File: config.mk
export PLATFORM = sky130hd
export DESIGN_NAME = pe_set_scheduler
export DESIGN_NICKNAME = d
export VERILOG_FILES = /design/src/rtl/pe_pkg.sv /design/src/rtl/pe_busy_monitor.sv /design/src/rtl/pe_set_scheduler.sv
export SDC_FILE = /design/constraint.sdc
export NUM_CORES = 1
export LEC_CHECK = 0
export CAP_MARGIN = 15
export CORE_MARGIN = 2
export CORE_UTILIZATION = 39
export CTS_CLUSTER_SIZE = 10
export DETAILED_ROUTE_END_ITERATION = 10
export PLACE_DENSITY = 0.78
export SYNTH_ARGS = -nofsm -noshare
export SYNTH_HDL_FRONTEND = slang
export SYNTH_SLANG_ARGS = --single-unit
export TNS_END_PERCENT = 1
File: constraint.sdc
create_clock -name clk -period 2.44 [get_ports clk]
set_input_delay 0.488 -clock clk [delete_from_list [all_inputs] [get_ports clk]]
set_output_delay 0.488 -clock clk [all_outputs]
set_load 0.05 [all_outputs]
File: src/rtl/pe_pkg.sv
// Types and shape-field widths shared by the PE set scheduler and the PE controllers.
package pe_pkg;

    localparam int unsigned S_WIDTH = 4;
    localparam int unsigned F_WIDTH = 6;
    localparam int unsigned U_WIDTH = 3;
    localparam int unsigned n_WIDTH = 3;
    localparam int unsigned p_WIDTH = 5;
    localparam int unsigned q_WIDTH = 3;
    localparam int unsigned V_WIDTH = 2;

    typedef enum logic [2:0] {
        ST_IDLE  = 3'd0,
        ST_LOAD  = 3'd1,
        ST_ISSUE = 3'd2,
        ST_ARM   = 3'd3,
        ST_RUN   = 3'd4,
        ST_DONE  = 3'd5
    } sched_state_t;

    typedef struct packed {
        logic [S_WIDTH-1:0] S;
        logic [F_WIDTH-1:0] F;
        logic [U_WIDTH-1:0] U;
        logic [n_WIDTH-1:0] n;
        logic [p_WIDTH-1:0] p;
        logic [q_WIDTH-1:0] q;
        logic [V_WIDTH-1:0] V;
    } pe_shape_t;

endpackage

File: src/rtl/pe_busy_monitor.sv
// Registered all-busy / all-idle reductions over the PE busy flags.
// With PE_SCHED_TIMEOUT_EN defined it also holds the ARM/RUN watchdog counter.
module pe_busy_monitor #(
    parameter int unsigned NUM_PE = 12
`ifdef PE_SCHED_TIMEOUT_EN
    , parameter int unsigned TIMEOUT_CYCLES = 65535
`endif
) (
    input  logic              clk,
    input  logic              reset,
    input  logic [NUM_PE-1:0] pe_busy_i,
    output logic              all_busy_o,
    output logic              all_idle_o
`ifdef PE_SCHED_TIMEOUT_EN
    , input  logic            wd_clr_i,
    input  logic              wd_en_i,
    output logic              wd_expired_c
`endif
);

    logic all_busy_q;
    logic all_idle_q;

    always_ff @(posedge clk or posedge reset) begin
        if (reset) begin
            all_busy_q <= 1'b0;
            all_idle_q <= 1'b0;
        end else begin
            all_busy_q <= &pe_busy_i;
            all_idle_q <= ~|pe_busy_i;
        end
    end

    assign all_busy_o = all_busy_q;
    assign all_idle_o = all_idle_q;

`ifdef PE_SCHED_TIMEOUT_EN
    localparam int unsigned WD_WIDTH = 16;

    logic [WD_WIDTH-1:0] wd_cnt_q;

    // Counts cycles spent in ARM/RUN; cleared on the way into ARM.
    always_ff @(posedge clk or posedge reset) begin
        if (reset) begin
            wd_cnt_q <= '0;
        end else if (wd_clr_i) begin
            wd_cnt_q <= '0;
        end else if (wd_en_i && !wd_expired_c) begin
            wd_cnt_q <= wd_cnt_q + WD_WIDTH'(1);
        end
    end

    assign wd_expired_c = wd_en_i && (wd_cnt_q == WD_WIDTH'(TIMEOUT_CYCLES - 1));
`endif

endmodule

File: src/rtl/pe_set_scheduler.sv
// Sequences one PE set through a multi-pass layer: config latch, spad load, start, busy wait.
// Optional watchdog enabled by defining PE_SCHED_TIMEOUT_EN.
module pe_set_scheduler
    import pe_pkg::*;
#(
    parameter int unsigned NUM_PE     = 12,
    parameter int unsigned PASS_WIDTH = 8
`ifdef PE_SCHED_TIMEOUT_EN
    , parameter int unsigned TIMEOUT_CYCLES = 65535
`endif
) (
    input  logic                  clk,
    input  logic                  reset,
    input  logic                  cfg_valid,
    output logic                  cfg_ready,
    input  logic [PASS_WIDTH-1:0] cfg_passes,
    input  logic [S_WIDTH-1:0]    cfg_S,
    input  logic [F_WIDTH-1:0]    cfg_F,
    input  logic [U_WIDTH-1:0]    cfg_U,
    input  logic [n_WIDTH-1:0]    cfg_n,
    input  logic [p_WIDTH-1:0]    cfg_p,
    input  logic [q_WIDTH-1:0]    cfg_q,
    input  logic [V_WIDTH-1:0]    cfg_V,
    output logic [S_WIDTH-1:0]    S,
    output logic [F_WIDTH-1:0]    F,
    output logic [U_WIDTH-1:0]    U,
    output logic [n_WIDTH-1:0]    n,
    output logic [p_WIDTH-1:0]    p,
    output logic [q_WIDTH-1:0]    q,
    output logic [V_WIDTH-1:0]    V,
    output logic                  load_req,
    input  logic                  load_done,
    output logic                  pe_start,
    input  logic [NUM_PE-1:0]     pe_busy,
    input  logic                  stall_in,
    output logic                  pe_stall,
    output logic [PASS_WIDTH-1:0] pass_idx,
    output logic                  sched_busy,
    output logic                  done
`ifdef PE_SCHED_TIMEOUT_EN
    , output logic                timeout_err
`endif
);

    sched_state_t          state_q, state_d;
    logic [PASS_WIDTH-1:0] pass_idx_q, pass_idx_d;
    logic [PASS_WIDTH-1:0] limit_q, limit_d;
    pe_shape_t             shape_q, shape_d;
    logic                  all_busy;
    logic                  all_idle;
    logic                  active;

    assign active = (state_q == ST_ARM) || (state_q == ST_RUN);

`ifdef PE_SCHED_TIMEOUT_EN
    logic timeout_q, timeout_d;
    logic wd_expired;

    pe_busy_monitor #(
        .NUM_PE        (NUM_PE),
        .TIMEOUT_CYCLES(TIMEOUT_CYCLES)
    ) u_busy_mon (
        .clk         (clk),
        .reset       (reset),
        .pe_busy_i   (pe_busy),
        .all_busy_o  (all_busy),
        .all_idle_o  (all_idle),
        .wd_clr_i    (state_q == ST_ISSUE),
        .wd_en_i     (active),
        .wd_expired_c(wd_expired)
    );
`else
    pe_busy_monitor #(
        .NUM_PE(NUM_PE)
    ) u_busy_mon (
        .clk       (clk),
        .reset     (reset),
        .pe_busy_i (pe_busy),
        .all_busy_o(all_busy),
        .all_idle_o(all_idle)
    );
`endif

    always_ff @(posedge clk or posedge reset) begin
        if (reset) begin
            state_q    <= ST_IDLE;
            pass_idx_q <= '0;
            limit_q    <= '0;
            shape_q    <= '0;
`ifdef PE_SCHED_TIMEOUT_EN
            timeout_q  <= 1'b0;
`endif
        end else begin
            state_q    <= state_d;
            pass_idx_q <= pass_idx_d;
            limit_q    <= limit_d;
            shape_q    <= shape_d;
`ifdef PE_SCHED_TIMEOUT_EN
            timeout_q  <= timeout_d;
`endif
        end
    end

    always_comb begin
        state_d    = state_q;
        pass_idx_d = pass_idx_q;
        limit_d    = limit_q;
        shape_d    = shape_q;
`ifdef PE_SCHED_TIMEOUT_EN
        timeout_d  = timeout_q;
`endif
        case (state_q)
            ST_IDLE: begin
                if (cfg_valid) begin
                    shape_d.S  = cfg_S;
                    shape_d.F  = cfg_F;
                    shape_d.U  = cfg_U;
                    shape_d.n  = cfg_n;
                    shape_d.p  = cfg_p;
                    shape_d.q  = cfg_q;
                    shape_d.V  = cfg_V;
                    limit_d    = (cfg_passes == '0) ? PASS_WIDTH'(1) : cfg_passes;
                    pass_idx_d = '0;
`ifdef PE_SCHED_TIMEOUT_EN
                    timeout_d  = 1'b0;
`endif
                    state_d    = ST_LOAD;
                end
            end
            ST_LOAD: begin
                if (load_done) begin
                    state_d = ST_ISSUE;
                end
            end
            ST_ISSUE: begin
                state_d = ST_ARM;
            end
            // Absorbs the PE controllers' start-to-busy latency before idle is trusted.
            ST_ARM: begin
                if (all_busy) begin
                    state_d = ST_RUN;
                end
            end
            ST_RUN: begin
                if (all_idle) begin
                    if (pass_idx_q == limit_q - PASS_WIDTH'(1)) begin
                        state_d = ST_DONE;
                    end else begin
                        pass_idx_d = pass_idx_q + PASS_WIDTH'(1);
                        state_d    = ST_LOAD;
                    end
                end
            end
            ST_DONE: begin
                state_d = ST_IDLE;
            end
            default: begin
                state_d = ST_IDLE;
            end
        endcase
`ifdef PE_SCHED_TIMEOUT_EN
        if (active && wd_expired) begin
            state_d   = ST_IDLE;
            timeout_d = 1'b1;
        end
`endif
    end

    assign cfg_ready  = (state_q == ST_IDLE);
    assign load_req   = (state_q == ST_LOAD);
    assign pe_start   = (state_q == ST_ISSUE);
    assign done       = (state_q == ST_DONE);
    assign sched_busy = (state_q != ST_IDLE);
    assign pe_stall   = stall_in && active;
    assign pass_idx   = pass_idx_q;
    assign S          = shape_q.S;
    assign F          = shape_q.F;
    assign U          = shape_q.U;
    assign n          = shape_q.n;
    assign p          = shape_q.p;
    assign q          = shape_q.q;
    assign V          = shape_q.V;
`ifdef PE_SCHED_TIMEOUT_EN
    assign timeout_err = timeout_q;
`endif

endmodule
# Yosys cells after proc, flatten, opt, wreduce, memory -nomap -nowiden

Cells that the tools add are included.
Widths: inputs -> output; s select.

Register bits after elaboration: 47
Input port bits: 51
Output and inout bits: 40
Word-level logic and storage cells: 48

Add/sub/neg operators: 2
Equal/unequal tests: 11
Multiplexer cells: 11
Reductions and logical operators: 12

Operators by type and width:

| cell                | number |
|---|---|
| $mux 8              | 4 |
| $pmux 8 s2          | 1 |
| $mux 3              | 5 |
| $pmux 3 s5          | 1 |
| $reduce_and 12->1   | 1 |
| $reduce_or 12->1    | 1 |
| $add 8x1->8 const B | 1 |
| $eq 8x8->1          | 1 |
| $logic_not 8->1     | 1 |
| $reduce_and 4->1    | 2 |
| $sub 8x1->8 const B | 1 |
| $eq 3x2->1 const B  | 2 |
| $eq 3x3->1 const B  | 2 |
| $ne 2x1->1 const B  | 3 |
| $ne 2x2->1 const B  | 2 |
| $eq 3x1->1 const B  | 1 |
| $logic_not 3->1     | 1 |
| $reduce_bool 3->1   | 1 |
| $reduce_and 2->1    | 1 |
| $reduce_bool 2->1   | 1 |
| $logic_and 1x1->1   | 1 |
| $logic_not 1->1     | 1 |
| $logic_or 1x1->1    | 1 |

# Depth between registers and ports, before layout

Word-level depth: 5
Depth in mapped cells: 9
Mapped depth without buffers: 8

# Modules after synthesis

A second synthesis with hierarchy kept.

Cells, all modules: 274
Area, all modules: 2346.0 µm²

Modules (own cells, without submodules):

| module           | instances | cells an instance | area each (µm²) | sequential area each (µm²) |
|---|---|---|---|---|
| pe_set_scheduler | 1         | 263               | 2243.4          | 1126.1 |
| pe_busy_monitor  | 1         | 11                | 102.6           | 50.0 |

# Worst setup path after synthesis

OpenSTA, ideal clock, no wires.

Path type: register -> output
Start: register state_q[2]
End: output port sched_busy
Arrival: 2372 ps
Data required time: 1952 ps
Path slack: -420 ps
Cell stages (with the launch flop): 4
Path buffers: 1
Cell sequence: dfrtp_1 -> clkbuf_1 -> nor3_1 -> inv_1

Word-level cells in the longest chain between the ends: 1

RTL lines:

| item                   | RTL line                | text |
|---|---|---|
| start, declared        | pe_set_scheduler.sv:45  | `sched_state_t state_q, state_d;` |
| start signal, assigned | pe_set_scheduler.sv:94  | `state_q <= state_d;` |
| $reduce_bool 3->1      | pe_set_scheduler.sv:173 | `assign sched_busy = (state_q != ST_IDLE);` |
| end, declared          | pe_set_scheduler.sv:38  | `output logic sched_busy,` |

Every way passes these cells.

# Worst setup path after layout

Start: register limit_q[2]
End: register pass_idx_q[0] (netlist: pass_idx[0])

Word-level cells in the longest chain between the ends: 4

RTL lines:

| item                              | RTL line                | text |
|---|---|---|
| start, declared                   | pe_set_scheduler.sv:47  | `logic [PASS_WIDTH-1:0] limit_q, limit_d;` |
| start signal, assigned            | pe_set_scheduler.sv:96  | `limit_q <= limit_d;` |
| $sub 8x1->8                       | pe_set_scheduler.sv:146 | `if (pass_idx_q == limit_q - PASS_WIDTH'(1)) begin` |
| $eq 8x8->1                        | pe_set_scheduler.sv:146 |  |
| $ne 2x2->1 (no source line)       | --                      |  |
| $reduce_and 4->1 (no source line) | --                      |  |
| end signal, assigned              | pe_set_scheduler.sv:95  | `pass_idx_q <= pass_idx_d;` |
| end, declared                     | pe_set_scheduler.sv:46  | `logic [PASS_WIDTH-1:0] pass_idx_q, pass_idx_d;` |

Every way passes these cells.
A chain may end at the register's enable or synchronous reset.

==> flow_summary_export.csv <==
group,metric,value,unit
status,status,"complete, no violations",
synthesis,synthArstFlopShare,100.0,%
clock_network,postCtsSetupBuffers,0,
routing,drt_iter0_drc,107,
place,dp_slack,0.05193,ns
place,hpwl,4280,um
final_layout,fin_area,3475,um2
sta,period_share,97.87,%
clock_network,htreeDepth,2,
floorplanning,start_util,40.90,%
sta,worst_slack,0.05193,ns
global_routing,met2_usage,31.42,%
worst_setup_path,endpoint,"pass_idx[0]",
global_routing,grt_max_degree,32,
power_and_ir_drop,seqPwrFrac,52.2,%
place,gp_congestion,0.8659,
worst_hold_path,min_path_type,"reg2reg",
sta,max_slew_margin,60.30,%
synthesis,avgSynthCellArea,8.622,um2
routing,drt-total-wl,5689,um
final_layout,finalNonFillerCells,433,
floorplanning,die_w,80.69,um
routing,avgRoutedWirePerCell,13.14,um
power_and_ir_drop,internal_power,1.204,mW
synthesis,synth_xor_area_share,3.055,%
final_layout,post-route-util,61.96,%
global_routing,met3_usage,2.697,%
floorplanning,coreArea,5608,um2
synthesis,synth-simple-area-share,29.19,%
place,placed_cells,425,
worst_setup_path,worstSetupStartpointType,"flip-flop",
routing,drc,0,
synthesis,syn_area,2293,um2
clock_network,cts_resized,0,
sta,worst_slew_pin_slew,0.5936,ns
clock_network,clk-insertion-delay-late,0.29,ns
worst_setup_path,r2r-end,"pass_idx[0]",
synthesis,yosys_warnings,0,
final_layout,drive_above_1_share,8.587,%
clock_network,cts_buffer_depth,2,
clock_network,cts_hold_buf,0,
synthesis,ys_seq_area_share,51.28,%
place,port_buffers,90,
sta,max_freq,418.7,MHz
synthesis,synthAdderAreaFrac,1.091,%
routing,vias_per_cell,4.979,
clock_network,cts_buffers,5,
worst_setup_path,cp.required,2.62,ns
synthesis,synthMuxAreaShare,1.528,%
power_and_ir_drop,power.density,433.7,nW/um2
synthesis,synth_top_family_by_area,"simple AND/OR/NAND/NOR gates",
clock_network,cts_tree,"done",
clock_network,clockRootBuffer,"clkbuf_8",
synthesis,yosysMostFrequentCell,"nand2_1",
synthesis,synth_cell_types,36,
synthesis,synthTopCellsByCount,"nand2_1, dfrtp_1, o21ai_0",
synthesis,synth_top_area_share,51.28,%
synthesis,synth_compound_area_share,9.929,%
final_layout,syn2layout_area_growth,51.50,%
global_routing,antenna_found_initial,0,
clock_network,cts_sinks,47,
floorplanning,die_h,80.69,um
sta,drv_slew,0,
synthesis,ys.flop_type,"dfrtp_1",
global_routing,grt.busiest_layer,"met2",
flow_run,cap_violations,0,
synthesis,synth_fp_nets,319,
worst_setup_path,crit-reg2reg-launch,"limit_q[2]",
sta,final-setup-viol-count,0,
final_layout,fillers,524,
worst_setup_path,cp-startpoint,"limit_q[2]",
global_routing,grtUsageTotal,17.86,%
worst_setup_path,reg2regPathDepth,7,
floorplanning,io-pin-count,91,
routing,num_vias,2156,
sta,min_period,2.388,ns
routing,first_pass_iters,4,
power_and_ir_drop,combPwrFrac,9.7,%
power_and_ir_drop,p_total,1.507,mW
power_and_ir_drop,p_clk_share,38.1,%
synthesis,synth_edf_count,0,
sta,clock_skew,0.008120,ns
final_layout,finalNetCount,413,
synthesis,synthCells,266,
power_and_ir_drop,p_leak,1.598,nW
floorplanning,dieArea,6510,um2
place,place_area,3336,um2
worst_setup_path,path_class,"reg2reg",
power_and_ir_drop,p_sw_share,20.08,%
synthesis,ys_top_cells_by_area,"dfrtp_1, nand2_1, o21ai_0",
worst_setup_path,r2r_slack,0.05,ns
floorplanning,rows,27,
global_routing,met1_usage,22.19,%
routing,ant_nets,0,
sta,hold_violations,0,
clock_network,cts.clk_slew.worst_paths,0.08,ns
worst_setup_path,end_kind,"flip-flop",
worst_setup_path,arrival,2.57,ns
power_and_ir_drop,vdd_ir_drop_max,0.2490,mV
global_routing,grt_pass1_wl,9045,um
final_layout,antenna_cells,0,
synthesis,synth_seq_cells,47,
global_routing,grt_pass1_vias,2046,
power_and_ir_drop,p_sw,0.3026,mW
synthesis,synth_top_cell_by_area,"dfrtp_1",
sta,rsz0062_at_grt,"yes",
global_routing,grt-ovfl-total,0,
worst_setup_path,worstPathMaxFanout,15,
-- cell type report --
type	count	area, um2	area share (%)
Sequential cell	47	1176	33.85
Multi-Input combinational cell	197	1045	30.07
Timing Repair Buffer	100	1012	29.13
Tap cell	72	90.09	2.593
Clock buffer	6	82.58	2.377
Clock inverter	2	35.03	1.008
Inverter	9	33.78	0.9723
-- worst min path at each step --
stage | start | end | cells past startpoint
after floorplan | limit_q[7] | limit_q[7] | 2
after global placement | n[0] | n[0] | 2
after detailed placement | n[2] | n[2] | 2
after CTS | n[2] | n[2] | 2
after global routing | q[2] | q[2] | 2
final | n[2] | n[2] | 2
-- worst max-delay path, stage by stage, from the launching register on --
cell	delay [ns]
dfrtp_1	0.39
or3_4	0.41
o31a_1	0.26
a211o_1	0.32
a2111oi_4	0.37
buf_6	0.20
nor2_2	0.06
mux2_4	0.28
-- per-stage QoR --
stage	setup TNS [ns]	hold WS, ns
finish	0	0.4753
global route	-0.03585	0.5019
CTS	0	0.4831
detailed placement	0	0.4618
global placement	0	0.4567
floorplan	-0.03583	0.4655
-- flip-flops by register name, indices dropped and copies added, names as in the netlist --
register,cells
pass_idx,8
q,3
F,6
u_busy_mon.all_busy_o,1
p,5
state_q,3
u_busy_mon.all_idle_o,1
n,3
limit_q,8
V,2
U,3
S,4
-- layout by cell type, fill, tap and decap left out, types with 2 or more instances in the layout --
cell / Yosys / routed
and3_1: 3 / 3
inv_2: 0 / 2
dlymetal6s2s_1: 0 / 2
a211oi_1: 2 / 2
nor3b_1: 2 / 2
buf_4: 0 / 10
a211o_1: 2 / 2
and2_1: 2 / 2
xnor2_1: 6 / 6
or3_1: 5 / 5
o21ai_0: 14 / 14
nand4_1: 8 / 8
o31a_1: 2 / 2
nor3_1: 7 / 6
buf_12: 0 / 3
a21oi_1: 7 / 7
nor4_1: 6 / 6
mux2i_1: 2 / 2
o211ai_1: 2 / 2
or4_1: 2 / 2
nand2_1: 104 / 104
clkbuf_8: 0 / 6
xor2_1: 2 / 2
nor2_1: 5 / 5
dfrtp_1: 47 / 47
clkdlybuf4s50_1: 0 / 84
inv_1: 9 / 7
-- power by group through the flow --
| stage | clock, mW | sequential (mW) | combinational (mW) |
|---|---|---|---|
| after detailed placement | 0 | 0.802 | 0.147 |
| final | 0.574 | 0.787 | 0.146 |
| after global placement | 0 | 0.802 | 0.146 |
| after floorplan | 0 | 0.808 | 0.0357 |
| after global routing | 0.617 | 0.788 | 0.158 |
| after CTS | 0.592 | 0.787 | 0.148 |
-- routing by layer --
layer,wire length [um],vias to the layer above
met5,0,-
met4,59,0
li1,-,1083
met3,279,4
met1,2564,1009
met2,2785,60
-- kinds of logic (layout without fill, tap and decap cells) --
kind of cell | Yosys count | in the layout
muxes | 3 | 3
and+or+nand+nor | 150 | 150
buffers and inverters | 22 | 117
xor gates and xnor gates | 8 | 8
AOI/OAI and AO/OA | 34 | 34
adders and majority gates | 2 | 2
DFF | 47 | 47
Note: power is estimated with default switching activity, not from simulation.
